===== config.mk =====
export PLATFORM = sky130hd
export DESIGN_NAME = selector_draw_ctrl
export DESIGN_NICKNAME = d
export VERILOG_FILES = /design/src/rtl/selector_draw_ctrl_pkg.sv /design/src/rtl/selector_draw_ctrl.sv
export SDC_FILE = /design/constraint.sdc
export NUM_CORES = 1
export LEC_CHECK = 0
export ABC_CLOCK_PERIOD_IN_PS = 13300
export CORE_AREA = 2 2 101 103
export DETAILED_ROUTE_END_ITERATION = 10
export DIE_AREA = 0 0 103 105
export GPL_TIMING_DRIVEN = 0
export HOLD_SLACK_MARGIN = 0.02
export PLACE_DENSITY = 0.87
export SLEW_MARGIN = 25
export SYNTH_ARGS = -nofsm -noshare
export SYNTH_HDL_FRONTEND = slang
export SYNTH_SLANG_ARGS = --single-unit

===== constraint.sdc =====
create_clock -name clk -period 13.3 [get_ports clk]
set_input_delay 2.66 -clock clk [delete_from_list [all_inputs] [get_ports clk]]
set_output_delay 2.66 -clock clk [all_outputs]
set_load 0.01 [all_outputs]

===== src/rtl/selector_draw_ctrl_pkg.sv =====
// Shared constants and state encoding for the selector ring sprite drawer.
// The screen geometry is also used by the framebuffer writer.
package selector_draw_ctrl_pkg;

    localparam int SPRITE_W = 59;
    localparam int SPRITE_H = 66;
    localparam int SCREEN_W = 320;
    localparam int SCREEN_H = 240;
    localparam int XW       = 9;
    localparam int YW       = 8;
    localparam int ROW_W    = 7;
    localparam int COL_W    = 6;

    typedef enum logic [2:0] {
        IDLE  = 3'd0,
        FETCH = 3'd1,
        SCAN  = 3'd2,
        EMIT  = 3'd3,
        DONE  = 3'd4
    } state_t;

endpackage


===== src/rtl/selector_draw_ctrl.sv =====
// Walks the selector ring ROM row by row and turns each set, on-screen bit
// into a single (x,y) pixel-write request over a valid/ready handshake.
module selector_draw_ctrl
    import selector_draw_ctrl_pkg::*;
(
    input  logic                clk,
    input  logic                rst,
    input  logic                start,
    input  logic [XW-1:0]       pos_x,
    input  logic [YW-1:0]       pos_y,
    output logic                busy,
    output logic                done,
    output logic [ROW_W-1:0]    rom_addr,
    input  logic [SPRITE_W-1:0] rom_data,
    output logic                pix_valid,
    input  logic                pix_ready,
    output logic [XW-1:0]       pix_x,
    output logic [YW-1:0]       pix_y
);

    state_t               state;
    state_t               adv_state;
    logic [ROW_W-1:0]     row;
    logic [ROW_W-1:0]     adv_row;
    logic [COL_W-1:0]     col;
    logic [COL_W-1:0]     adv_col;
    logic [XW-1:0]        anc_x;
    logic [YW-1:0]        anc_y;
    logic [SPRITE_W-1:0]  row_buf;
    logic [XW:0]          px;
    logic [YW:0]          py;
    logic                 bit_set;
    logic                 last_col;

    assign rom_addr = row;

    // One extra bit on both sums so right/bottom clipping cannot wrap.
    assign px       = {1'b0, anc_x} + {{(XW + 1 - COL_W){1'b0}}, col};
    assign py       = {1'b0, anc_y} + {{(YW + 1 - ROW_W){1'b0}}, row};
    assign bit_set  = row_buf[COL_W'(SPRITE_W - 1) - col];
    assign last_col = (col == COL_W'(SPRITE_W - 1));

    // Column/row step shared by a skipped column in SCAN and a completed handshake in EMIT.
    always_comb begin
        adv_col   = col + COL_W'(1);
        adv_row   = row;
        adv_state = SCAN;
        if (last_col) begin
            adv_col = '0;
            if (row < ROW_W'(SPRITE_H - 1)) begin
                adv_row   = row + ROW_W'(1);
                adv_state = FETCH;
            end else begin
                adv_state = DONE;
            end
        end
    end

    always_ff @(posedge clk) begin
        if (rst) begin
            state     <= IDLE;
            busy      <= 1'b0;
            done      <= 1'b0;
            pix_valid <= 1'b0;
            pix_x     <= '0;
            pix_y     <= '0;
            row       <= '0;
            col       <= '0;
        end else begin
            done <= 1'b0;
            case (state)
                IDLE: begin
                    if (start) begin
                        anc_x <= pos_x;
                        anc_y <= pos_y;
                        row   <= '0;
                        busy  <= 1'b1;
                        state <= FETCH;
                    end
                end
                FETCH: begin
                    row_buf <= rom_data;
                    // Rows only move downward, so the first off-screen row ends the draw.
                    if (py >= (YW + 1)'(SCREEN_H)) begin
                        done  <= 1'b1;
                        state <= DONE;
                    end else begin
                        col   <= '0;
                        state <= SCAN;
                    end
                end
                SCAN: begin
                    if (bit_set && (px < (XW + 1)'(SCREEN_W))) begin
                        pix_x     <= px[XW-1:0];
                        pix_y     <= py[YW-1:0];
                        pix_valid <= 1'b1;
                        state     <= EMIT;
                    end else begin
                        col   <= adv_col;
                        row   <= adv_row;
                        state <= adv_state;
                        done  <= (adv_state == DONE);
                    end
                end
                EMIT: begin
                    if (pix_ready) begin
                        pix_valid <= 1'b0;
                        col       <= adv_col;
                        row       <= adv_row;
                        state     <= adv_state;
                        done      <= (adv_state == DONE);
                    end
                end
                DONE: begin
                    busy  <= 1'b0;
                    row   <= '0;
                    col   <= '0;
                    state <= IDLE;
                end
                default: state <= IDLE;
            endcase
        end
    end

endmodule


==> run metrics <==
via count 3917; multiplexer share of the synthesized area 0.101; worst hold stages 2; initial core utilization 0.557; vias in the first global route 3950; # IOs 107; hold bufs inserted after CTS 0; Syn Inst Count 419; synthesized flop and latch total 112; Area Growth Syn to Fin 27.8%; latest clock arrival within the worst-skew pair 380 ps; Tmin final 5060 ps; WHS Endpoint pix_x[6]; Post-synth EDFFs 76; Final Instance Area 0.00687 sq mm; largest family of logic cells by synthesized area compound AO/OA/AOI/OAI gates; Layout Nets 644; Pwr per Cell Area 98.0 mW/mm^2; Slew Viols, Final 0; Required @ worst endpoint 13390 ps; switching share of total power 0.250; H-tree Lvls 3; crit-path most repeated cell buf_2; post-CTS setup buffer count 0; Slew headroom 0.550; CP Class input port to flip-flop; Int Power 505 uW; combinational share of power 0.124; critical path's slowest cell clkdlybuf4s50_1; Worst Min Path Start pix_x[6]; die height 105 um; Synth cell types 63; CP Buf/Inv Count 7; Seq/Total Area, Yosys 0.559; CTS Sinks 112; f_max 198 MHz; # DRC 0; Final setup viols 0; Synth Net Count 517; Worst path max stage delay 450 ps; Antenna diodes 0; post-route ant nets 0; CP Max Fanout 10; Port Buffers 106; die area 0.0108 sq mm; complex-gate fraction of the synthesized area 0.134; number of antenna violations at the first check in global routing 0; Hold Crit Class flip-flop to flip-flop; sequential share of power 0.580; Clock Power Share 0.296; clock root buffer clkbuf_8; Cell Area, Placed 0.00666 sq mm; layout cells sized above 1 0.125; top_reg_cell synth edfxtp_1; RSZ-0062 raised after global routing false; flop2flop setup slack 9430 ps; clock-pin slew on the worst setup and hold paths 110 ps; commonest non-fill, non-tap cell in the layout clkdlybuf4s50_1; utilization after layout 0.712; Adder-Cell Fraction of Synth Area 0.0447; Slew @ Worst Pin 674 ps; Lkg Pwr 0.00240 uW; post-cts resize count 0; CP Launch Type input port; CTS tree yes; Routed wire per std cell 16.8 um; largest net degree at the start of global routing 22; Worst VDD drop 0.0816 mV; Synth Area per Inst 12.8 sq um; Placer Congestion 0.867; Mapped Area 0.00537 sq mm; setup TNS 0 ps; most frequent cells in the layout 106 x clkdlybuf4s50_1, 76 x edfxtp_1, 43 x nor2_1; crit path DAT 5150 ps; Via density 5.73; FFs w/ async S/R, synth 0; CTS Buffer Depth 2; number of max-cap violations 0; final WL 11500 um; P_sw 168 uW; Worst path top cell family by delay buffers and inverters; Post-Synth Simple-Gate Area 0.108; chip width 103 um; total CTS buffers 9; Worst Setup SP rst; HPWL after detailed placement 8920 um; run status finished clean; period utilization 0.380; Final Hold Fails 0; cell row count 36; Clock Skew 15.5 ps; reg2reg end col[1]; Pre-Repair DR Iteration Count 5; global-route wire length before repair 18500 um; Ys Warns 0; worst path cell trace clkdlybuf4s50_1, clkbuf_1, clkbuf_1, nor4_2, buf_2, buf_2, buf_2, buf_2; Post-Synth XOR/XNOR Area 0.0242; reg-to-reg startpoint col[0]; crit end category flip-flop; core box area 0.00964 sq mm; grt ovf 0; initial DRC count 234; GRT Util Overall 0.220; Worst Reg-to-Reg Cells 14
-- through the flow --
stage	hold WS, ps	setup slack [ps]	power (uW)	cells
floorplan	504	3990	441	419
global placement	476	1810	479	658
detailed placement	485	7900	481	668
CTS	511	8280	676	684
global route	532	8070	697	684
finish	508	8240	673	684
-- how the worst max path moves through the flow --
stage	end	slack, ps	cells after the start
after floorplan	row_buf[0]	3990	3
after global placement	row_buf[42]	1810	4
after detailed placement	row_buf[42]	7900	8
after CTS	row_buf[43]	8280	8
after global routing	row_buf[30]	8070	8
final	row_buf[44]	8240	8
-- power groups by stage --
stage / Clock [uW] / Sequential, uW / Combinational [uW]
floorplan: 0 / 399 / 41.1
global placement: 0 / 400 / 78.8
detailed placement: 0 / 398 / 82.8
CTS: 203 / 391 / 83.3
global route: 216 / 392 / 89.7
finish: 199 / 390 / 83.4
-- worst reg2reg max path, cell delays in order (launching register included) --
cell and delay (ps):
dfxtp_1 440, buf_6 210, buf_6 190, inv_1 80, ha_1 270, buf_2 190
buf_2 300, mux4_2 370, mux2i_1 170, nand2_1 60, and3_1 200, o21ai_1 250
a21oi_1 220, o31ai_2 440, mux2_2 390
-- cell type report --
| type | count | area [sq um] |
|---|---|---|
| Multi-Input combinational cell | 275 | 2220 |
| Timing Repair Buffer | 116 | 1120 |
| Clock buffer | 9 | 124 |
| Fill cell | 700 | 2770 |
| Sequential cell | 112 | 3000 |
| Buffer | 15 | 92.6 |
| Tap cell | 133 | 166 |
| Inverter | 17 | 63.8 |
| Clock inverter | 7 | 77.6 |
-- flip-flops by register name, indices dropped and copies added, names as in the netlist, 3 cells and up --
name	flops
pix_y	8
pix_x	9
state	3
rom_addr	7
anc_y	8
row_buf	59
anc_x	9
col	6
-- synthesized netlist by cell type (3+ instances only) --
master | count | area share
clkbuf_1 | 6 | 0.0042
nand3_1 | 12 | 0.011
o31ai_1 | 3 | 0.0042
ha_1 | 16 | 0.037
dfxtp_1 | 36 | 0.13
a211oi_1 | 7 | 0.0098
nor3_1 | 8 | 0.0075
nor2_1 | 43 | 0.030
o311ai_0 | 4 | 0.0065
nor2b_1 | 5 | 0.0058
mux4_2 | 11 | 0.046
edfxtp_1 | 76 | 0.42
or4_1 | 4 | 0.0056
a211oi_2 | 4 | 0.0093
or2_2 | 3 | 0.0035
nand2_1 | 21 | 0.015
inv_1 | 17 | 0.012
a21oi_1 | 16 | 0.015
nand2b_1 | 6 | 0.0070
buf_6 | 4 | 0.0084
or3_1 | 3 | 0.0035
mux2i_1 | 18 | 0.034
o21ai_1 | 3 | 0.0028
buf_2 | 5 | 0.0047
o21a_1 | 6 | 0.0084
mux4_1 | 3 | 0.015
o21ai_0 | 12 | 0.011
mux2_2 | 3 | 0.0063
o2111ai_1 | 5 | 0.0082
xor2_1 | 4 | 0.0065
o31a_1 | 3 | 0.0049
nor4_1 | 4 | 0.0047
xnor2_1 | 9 | 0.015
-- cell families after synthesis --
group | after synthesis
buffers and inverters | 32
XOR/XNOR | 14
AND/OR/NAND/NOR | 119
AO/OA/AOI/OAI | 89
adder cells (fa/ha/maj) | 18
flip-flops | 112
multiplexers | 35
-- layer usage --
metal / global-route usage / part of all wire / vias up
met5: 0 / 0 / -
li1: - / - / 1865
met2: 0.380 / 0.51 / 147
met4: 0.0827 / 0.025 / 0
met3: 0.0428 / 0.056 / 25
met1: 0.268 / 0.40 / 1880
(Power assumes the default switching activity.)
